`config.mk`:
```
export PLATFORM = sky130hd
export DESIGN_NAME = mealy_frame_ctrl
export DESIGN_NICKNAME = d
export VERILOG_FILES = /design/src/rtl/mealy_frame_ctrl.sv
export SDC_FILE = /design/constraint.sdc
export NUM_CORES = 1
export LEC_CHECK = 0
export ABC_AREA = 1
export CORE_MARGIN = 2
export CORE_UTILIZATION = 42
export DETAILED_ROUTE_END_ITERATION = 6
export HOLD_SLACK_MARGIN = 0.03
export PLACE_DENSITY = 0.85
export RECOVER_POWER = 50
export SYNTH_ARGS = -nofsm -noshare
export SYNTH_HDL_FRONTEND = slang
export SYNTH_SLANG_ARGS = --single-unit
```
`constraint.sdc`:
```
create_clock -name clk -period 1.12 [get_ports clk]
set_clock_uncertainty 0.05 [all_clocks]
set_input_delay 0.168 -clock clk [delete_from_list [all_inputs] [get_ports clk]]
set_output_delay 0.168 -clock clk [all_outputs]
set_load 0.01 [all_outputs]
```
`src/rtl/mealy_frame_ctrl.sv`:
```
// Frame controller for the 4-state Mealy pulse detector: arbitrates two requesters, clears
// and streams the frame MSB-first, counts y pulses. Define MEALY_FRAME_CTRL_RR_EN for round-robin ties.
module mealy_frame_ctrl #(
    parameter int WIDTH = 8,
    parameter int CNT_W = 4
) (
    input  logic             clk,
    input  logic             rstn,
    input  logic             req0_valid,
    input  logic [WIDTH-1:0] req0_data,
    output logic             req0_ready,
    input  logic             req1_valid,
    input  logic [WIDTH-1:0] req1_data,
    output logic             req1_ready,
    output logic             dp_rstn,
    output logic             x_out,
    input  logic             y_in,
    output logic             res_valid,
    output logic             res_id,
    output logic [CNT_W-1:0] res_count,
    input  logic             res_ready
);

    localparam int BW = $clog2(WIDTH + 1);

    typedef enum logic [1:0] {IDLE, CLEAR, SHIFT, REPORT} state_t;

    state_t           state, state_next;
    logic [WIDTH-1:0] shreg, shreg_next;
    logic [BW-1:0]    bits, bits_next;
    logic [CNT_W-1:0] count, count_next;
    logic             id, id_next;
    logic             last_grant, last_grant_next;
    logic             dp_rstn_reg;
    logic             grant;
    logic             any_valid;

    // grant is only meaningful when any_valid is high
    always_comb begin
        any_valid = req0_valid | req1_valid;
`ifdef MEALY_FRAME_CTRL_RR_EN
        if (req0_valid && req1_valid)
            grant = ~last_grant;
        else
            grant = ~req0_valid;
`else
        grant = ~req0_valid;
`endif
    end

    always_comb begin
        state_next      = state;
        shreg_next      = shreg;
        bits_next       = bits;
        count_next      = count;
        id_next         = id;
        last_grant_next = last_grant;
        req0_ready      = 1'b0;
        req1_ready      = 1'b0;
        case (state)
            IDLE: begin
                if (any_valid) begin
                    req0_ready = ~grant;
                    req1_ready = grant;
                    shreg_next = grant ? req1_data : req0_data;
                    id_next    = grant;
                    count_next = '0;
                    bits_next  = '0;
                    state_next = CLEAR;
                end
            end
            CLEAR: begin
                state_next = SHIFT;
            end
            SHIFT: begin
                // y_in responds combinationally to the bit currently on x_out
                if (y_in && (count != {CNT_W{1'b1}}))
                    count_next = count + 1'b1;
                shreg_next = {shreg[WIDTH-2:0], 1'b0};
                bits_next  = bits + 1'b1;
                if (bits == BW'(WIDTH - 1))
                    state_next = REPORT;
            end
            REPORT: begin
                if (res_ready) begin
                    last_grant_next = id;
                    state_next      = IDLE;
                end
            end
            default: state_next = IDLE;
        endcase
    end

    always_ff @(posedge clk or negedge rstn) begin
        if (!rstn) begin
            state       <= IDLE;
            shreg       <= '0;
            bits        <= '0;
            count       <= '0;
            id          <= 1'b0;
            last_grant  <= 1'b1;
            dp_rstn_reg <= 1'b0;
        end else begin
            state       <= state_next;
            shreg       <= shreg_next;
            bits        <= bits_next;
            count       <= count_next;
            id          <= id_next;
            last_grant  <= last_grant_next;
            // registered so the detector reset is low for exactly the CLEAR cycle
            dp_rstn_reg <= (state_next != CLEAR);
        end
    end

    assign dp_rstn   = dp_rstn_reg;
    assign x_out     = (state == SHIFT) & shreg[WIDTH-1];
    assign res_valid = (state == REPORT);
    assign res_id    = id;
    assign res_count = count;

endmodule

```
=== After elaboration in Yosys (flattened, before gate mapping) ===
Cells that the tools add are included.
W data, S select, Z words.

* Bitwise gates (word level): 3
* Reductions and logical operators: 6
* $add $sub $neg: 2
* Muxes and demuxes: 15
* Equal/unequal tests: 8

{| class="wikitable"
|+ Operator list
! operator !! count
|-
| $mux W8 || 2
|-
| $pmux W4 S2 || 2
|-
| $pmux W8 S2 || 1
|-
| $add A4 B1 Y4 const B || 2
|-
| $mux W4 || 2
|-
| $pmux W2 S4 || 1
|-
| $mux W2 || 3
|-
| $eq A2 B2 Y1 const B || 2
|-
| $eq A4 B3 Y1 const B || 1
|-
| $mux W1 || 4
|-
| $ne A2 B2 Y1 const B || 2
|-
| $ne A4 B4 Y1 const B || 1
|-
| $reduce_and A2 Y1 || 2
|-
| $reduce_and A3 Y1 || 1
|-
| $eq A2 B1 Y1 const B || 1
|-
| $logic_not A2 Y1 || 1
|-
| $ne A2 B1 Y1 const B || 1
|-
| $reduce_bool A2 Y1 || 1
|-
| $and A1 B1 Y1 || 1
|-
| $logic_and A1 B1 Y1 || 1
|-
| $not A1 Y1 || 1
|-
| $or A1 B1 Y1 || 1
|}

* Input port bits: 22
* Word-level logic and storage cells: 40
* Flip-flop bits (word level): 20
* Output and inout port bits: 10

=== Longest topological paths before layout ===
Gate-level depths: netlist (run 1).

* Depth after elaboration: 4
* Mapped depth: 7
* Gate-level depth less buffers: 7

=== Worst setup path after synthesis (run 1) ===
OpenSTA, ideal clock, no wires.

* Path type: register -> register
* From: register count[0], in the netlist res_count[0]
* To: register count[2], in the netlist res_count[2]
* Required time: 954 ps
* Path buffers: 0
* Stages on the path, launching flop included: 8
* Arrival: 1058 ps
* Setup slack: -105 ps
* Library setup time: 116 ps
* Period minus slack after synthesis: 1225 ps
* Cell sequence: dfrtp_1 -> ha_1 -> nand3_1 -> nand2_1 -> nand2_1 -> nand2_1 -> nand2_1 -> nand2_1

* Longest elaborated chain between the ends: 4
* Elaborated cells between the ends (all ways): 7
* Classes of those cells: add/sub (1); eq/ne (2); mux (2); reduce/logical (2)

{| class="wikitable"
|+ RTL lines
! item !! RTL line !! source
|-
| from (decl) || 31 || <nowiki>logic [CNT_W-1:0] count, count_next;</nowiki>
|-
| from (signal assigned) || 107 || <nowiki>count <= count_next;</nowiki>
|-
| branches (longest 4 deep; another with $add A4 B1 Y4) || - ||
|}

Parallel ways; which one is timed is not known. The select of a mux whose other input is x is not followed.
A chain may end at the register's enable or synchronous reset.

=== Worst setup path in the final report (run 1) ===
* From: register state[0]
* To: output port req1_ready

* Longest elaborated chain between the ends: 2

{| class="wikitable"
|+ RTL lines
! item !! RTL line !! source
|-
| from (decl) || 28 || <nowiki>state_t state, state_next;</nowiki>
|-
| from (signal assigned) || 104 || <nowiki>state <= state_next;</nowiki>
|-
| $logic_not A2 Y1 || 60 || <nowiki>case (state)</nowiki>
|-
| $mux W1 || 60 ||
|-
| to (decl) || 14 || <nowiki>output logic req1_ready,</nowiki>
|}

No other way between the ends.

==> impl_results.md, run 1 <==
- Final ANT Viol Nets: 0
- Area post-placement: 0.00156 mm2
- Largest net degree at the start of global routing: 21
- CTS sink count: 20
- Total power: 4890 uW
- Worst r2r src: state[0]
- Synthesis-to-finish area growth: 74.3%
- Core Util, Final: 77.6%
- EDFF count, synth: 0
- Final hold vios: 0
- DRC errors left: 0
- IO buf count: 31
- Clock transition at path regs: 0.13 ns
- Vias per cell: 5.46
- Worst EP arrival: 1.28 ns
- Initial Util: 44.5%
- CP max stage delay: 0.46 ns
- HP Class: input pin to async pin
- Slowest CP cell: dfrtp_2
- Chip height: 55.3 um
- Critical path peak fanout: 4
- CP startpoint: state[0]
- Crit path max-delay family: flip-flops
- Worst setup margin: -0.379 ns
- Detailed Route WL: 3940 um
- Setup crit end kind: output port
- Failing checks: negative setup slack
- Aggregate global routing overflow: 0
- Reg with most FFs: shreg
- Critical Path RT: 0.90 ns
- Share of the synthesized area in the top cell type: 45.4%
- Leak: 0.000956 uW
- Post-synthesis sequential area ratio: 45.4%
- Filler Cell Count: 161
- Post-route design area: 0.00192 mm2
- Vias in the first global route: 1222
- Count leader, synth: nand2_1
- Die ar.: 0.00305 mm2
- Avg WL per Cell: 16.6 um
- Cells after Synth: 139
- Power Dens Cells: 2540 mW/mm2
- Die X: 55.3 um
- Final Non-Filler Cells: 237
- Htree depth: 1
- Final slew viol count: 0
- Top area cells in the synthesized netlist: dfrtp_1, nand2_1, nand3_1
- CP Buf/Inv Count: 2
- Critical path, cell by cell: buf_6 -> nor2_4 -> nand2_4 -> nor2_2 -> buf_2
- CP startpoint kind: register
- Placed cell count: 211
- Io pins: 32
- Yosys cell types: 21
- Reg area: 503 um2
- Outcome: finished with violations
- Syn_area_per_cell: 7.94 um2
- Overall Global Routing Usage: 23.2%
- CTS root buf: clkbuf_4
- Detailed Place HPWL: 2140 um
- CTS buffer count: 3
- Share of layout cells above drive strength 1: 43.5%
- Mapped Nets: 163
- Yosys top cell by area: dfrtp_1
- Worst IR drop on VDD: 1.61 mV
- RePlAce Congestion: 0.748
- F_max: 667 MHz
- Synth cell count leaders: nand2_1, dfrtp_1, nand3_1, nor2_1, o211ai_1
- Core box area: 0.00248 mm2
- Largest register FFs: 8
- Row cnt: 18
- RSZ-0062 raised after global routing: true
- Nets: 232
- Ant diodes: 0
- Multi-input logic area: 681 um2
- Worst Tran Pin Value: 0.522 ns
- Mapped Area: 0.00110 mm2
- DRT Pass-1 Iters: 5
- Max_slew headroom: 65.2%
- Yosys reg bits: 20
- Synth Flop Type: dfrtp_1
- Clock Latency Late Sink: 0.31 ns
- Number of DRC markers in iteration 0: 58
- Max clock buf depth: 2
- First-pass GRT wire length: 5670 um
- Initial antenna violation count: 0
- Fin crit share: 134%
- Setup TNS: -6.24 ns
- Setup violators final: 26
- FFs w/ async S/R, synth: 100%
- Period minus WS final: 1.50 ns
- Via count: 1293
- Max Cap Viol: 0
- Yosys Warn Count: 0
- CTS tree: yes
- CP Class: register to output port
[cell usage in the layout (no fill, tap or decap), types with 3 or more instances in the layout]
| master | netlist | layout |
|---|---|---|
| nand3_1 | 12 | 11 |
| nand2_1 | 55 | 38 |
| o211ai_1 | 8 | 8 |
| nand2_2 | 1 | 11 |
| nand2_8 | 0 | 3 |
| clkbuf_4 | 0 | 3 |
| nor2_1 | 11 | 9 |
| nand2_4 | 3 | 8 |
| dfrtp_1 | 20 | 18 |
| inv_4 | 0 | 3 |
| buf_6 | 3 | 11 |
| buf_4 | 2 | 24 |
| clkdlybuf4s50_1 | 0 | 20 |
| buf_2 | 0 | 8 |
| inv_1 | 6 | 4 |
[through the flow]
step                      hold WS [ns]  setup WS (ns)
after CTS                        0.144         -0.396
after global routing             0.346         -0.414
final                            0.294         -0.379
after detailed placement         0.421         -0.638
after global placement           0.416         -0.604
after floorplan                 -0.178        -0.0277
[worst reg2reg max path, cell delays in order, from the launching register on]
cell	delay, ns
dfrtp_2	0.46
buf_6	0.13
nor2_4	0.12
nand2_4	0.06
buf_4	0.14
buf_12	0.14
buf_4	0.14
o31ai_4	0.16
[cells by family (layout without fill, tap and decap cells)]
logic type	count (synthesis)	in the layout	share of synthesized area [%]
DFF	20	20	45.4
and+or+nand+nor	85	86	33.7
AOI/OAI and AO/OA	16	16	9.64
adders and majority gates	2	2	2.27
buffers and inverters	14	81	7.48
xor gates and xnor gates	2	2	1.59
[power by group]
group	total [uW]	switching, uW	internal [uW]
sequential	1270	242	1030
clock	435	237	198
combinational	3180	1600	1590
[metal layers]
| metal | GRT usage (%) | part of all wire (%) | vias up | wire [um] |
|---|---|---|---|---|
| met1 | 28.2 | 37 | 612 | 1470 |
| met4 | 6.97 | 5.1 | 0 | 200 |
| met2 | 41.7 | 50 | 78 | 1990 |
| li1 | - | - | 587 | - |
| met5 | 0 | 0 | - | 0 |
| met3 | 3.98 | 7.2 | 16 | 282 |
[worst paths after layout]
path                              end  slack (ns)  cells past startpoint
max                        req1_ready       -0.38                      5
min                           bits[2]        0.29                      2
max reg2reg                  shreg[0]       -0.35                      7
min reg2reg                  shreg[7]        0.46                      2
max in group asynchronous    state[1]        0.35                      2
min in group clk             state[1]        0.42                      2
[cell type report]
cell class	instances	area share, %
clock buffers	4	1.89
inverters	9	2.15
multi-input cells	106	35.4
flip-flops and latches	20	26.2
well taps	30	1.95
repair buffers	68	32.5
[what timing repair did]
action / CTS / global route
gates resized for setup: 68 / 33
endpoints found under the setup margin: 26 / 25
hold buffers: 0 / 0
pin swaps: 5 / 7
setup buffers: 12 / 11
gates cloned: 1 / 1
(Power assumes the default switching activity.)
==> run 2, diff against run 1 <==
--- a/config.mk
+++ b/config.mk
@@ -8,6 +8,7 @@
 export ABC_AREA = 1
 export CORE_MARGIN = 2
 export CORE_UTILIZATION = 42
+export CTS_CLUSTER_DIAMETER = 100
 export DETAILED_ROUTE_END_ITERATION = 6
 export HOLD_SLACK_MARGIN = 0.03
 export PLACE_DENSITY = 0.85
==> results of run 2 <==
Final layout, timing and power as in run 1 (identical DEF).
==> run 3, diff against run 2 <==
--- a/config.mk
+++ b/config.mk
@@ -13,6 +13,7 @@
 export HOLD_SLACK_MARGIN = 0.03
 export PLACE_DENSITY = 0.85
 export RECOVER_POWER = 50
+export SETUP_SLACK_MARGIN = 0.1
 export SYNTH_ARGS = -nofsm -noshare
 export SYNTH_HDL_FRONTEND = slang
 export SYNTH_SLANG_ARGS = --single-unit
==> impl_results.md, run 3 (synthesis results as in run 1) <==
- RSZ-0062 raised after global routing: true
- Die ar.: 0.00305 mm2
- HP Class: input pin to async pin
- Outcome: finished with violations
- Row cnt: 18
- CP max stage delay: 0.46 ns
- Worst EP arrival: 1.28 ns
- Slowest CP cell: dfrtp_2
- CP startpoint kind: register
- WHS: 0.301 ns
- Core box area: 0.00248 mm2
- Largest net degree at the start of global routing: 21
- Final hold vios: 0
- RePlAce Congestion: 0.865
- Vias per cell: 5.63
- Number of DRC markers in iteration 0: 81
- Initial Util: 44.5%
- First-pass GRT wire length: 5810 um
- Aggregate global routing overflow: 0
- Fin crit share: 133%
- Worst setup margin: -0.375 ns
- Critical path, cell by cell: buf_6 -> nor2_4 -> nand2_4 -> nor2_4 -> buf_6
- Power Dens Cells: 2650 mW/mm2
- Largest register FFs: 8
- Synthesis-to-finish area growth: 74.8%
- Worst Tran Pin Value: 0.534 ns
- DRT Pass-1 Iters: 4
- DRC errors left: 0
- Commonest non-fill, non-tap cell in the layout: nand2_1
- Max_slew headroom: 64.4%
- Setup crit end kind: output port
- CTS tree: yes
- Detailed Route WL: 3990 um
- Post-route design area: 0.00193 mm2
- Setup violators final: 22
- Final ANT Viol Nets: 0
- Area post-placement: 0.00157 mm2
- Overall Global Routing Usage: 23.6%
- Most frequent cells in the layout: nand2_1, clkdlybuf4s50_1, buf_4, dfrtp_1
- F_max: 669 MHz
- R2R depth: 9
- CTS root buf: clkbuf_4
- Initial antenna violation count: 0
- Reg with most FFs: shreg
- Final Non-Filler Cells: 231
- CTS buffer count: 3
- Htree depth: 1
- Clock transition at path regs: 0.13 ns
- Worst r2r src: state[0]
- Period minus WS final: 1.49 ns
- Max clock buf depth: 2
- Critical Path RT: 0.90 ns
- Vias in the first global route: 1271
- CTS sink count: 20
- Post-Place Setup Slack: -0.584 ns
- Chip height: 55.3 um
- Max Cap Viol: 0
- Ant diodes: 0
- Leak: 0.000929 uW
- Io pins: 32
- Avg WL per Cell: 17.3 um
- Die X: 55.3 um
- Share of layout cells above drive strength 1: 40.8%
- Detailed Place HPWL: 2040 um
- CP Class: register to output port
- Via count: 1301
- Critical path peak fanout: 3
- RR Endpoint: res_count[2]
- IO buf count: 31
- FF-to-FF setup slack: -0.35 ns
- Nets: 226
- Final slew viol count: 0
- Placed cell count: 210
- Failing checks: negative setup slack
- # hold bufs at CTS: 0
- Worst IR drop on VDD: 2.30 mV
- Clock Latency Late Sink: 0.31 ns
## run 3: timing repair
item	CTS	global route
pin swaps	5	15
resized for setup	61	28
setup endpoints to repair	30	30
cloned	1	2
hold endpoints to repair	0	0
setup buffers	15	0
## run 3: stage by stage
| stage | util [%] | total power, uW | TNS (ns) |
|---|---|---|---|
| after floorplan | - | 2510 | -0.183 |
| after global placement | 63.5 | 3110 | -7.63 |
| after detailed placement | 63.5 | 3220 | -8.34 |
| after CTS | 72.8 | 4420 | -5.93 |
| after global routing | 77.9 | 5390 | -7.10 |
| final | 77.9 | 5110 | -6.11 |
## run 3: how the worst max path moves through the flow
stage | startpoint | endpoint | slack [ns]
after floorplan | res_count[0] | res_count[2] | -0.03
after global placement | req0_valid | req1_ready | -0.56
after detailed placement | req0_valid | req1_ready | -0.58
after CTS | state[1] | x_out | -0.36
after global routing | state[0] | req1_ready | -0.41
final | state[0] | req1_ready | -0.37
## run 3: area by class of cell
cell class	instances	area, um2
multi-input combinational	107	706
timing repair buffer	61	584
fill	153	548
sequential	20	503
inverter	9	46.3
tap	30	37.5
clock inverter	1	30.0
clock buffer	3	22.5
## run 3: critical path, delay by kind of cell (launching register included)
family | cells | cell delay [ns]
and+or+nand+nor | 3 | 0.27
buffers and inverters | 2 | 0.23
DFF | 1 | 0.46
## run 3: where the power goes
group | internal, uW | switching (uW)
clock network | 362 | 250
registers | 1030 | 238
logic | 1560 | 1680
## run 3: per-layer routing
metal / GRT usage [%] / part of all wire [%]
met1: 28.2 / 35
met2: 40.8 / 53
met3: 4.92 / 7.5
met4: 10.1 / 4.9
met5: 0 / 0
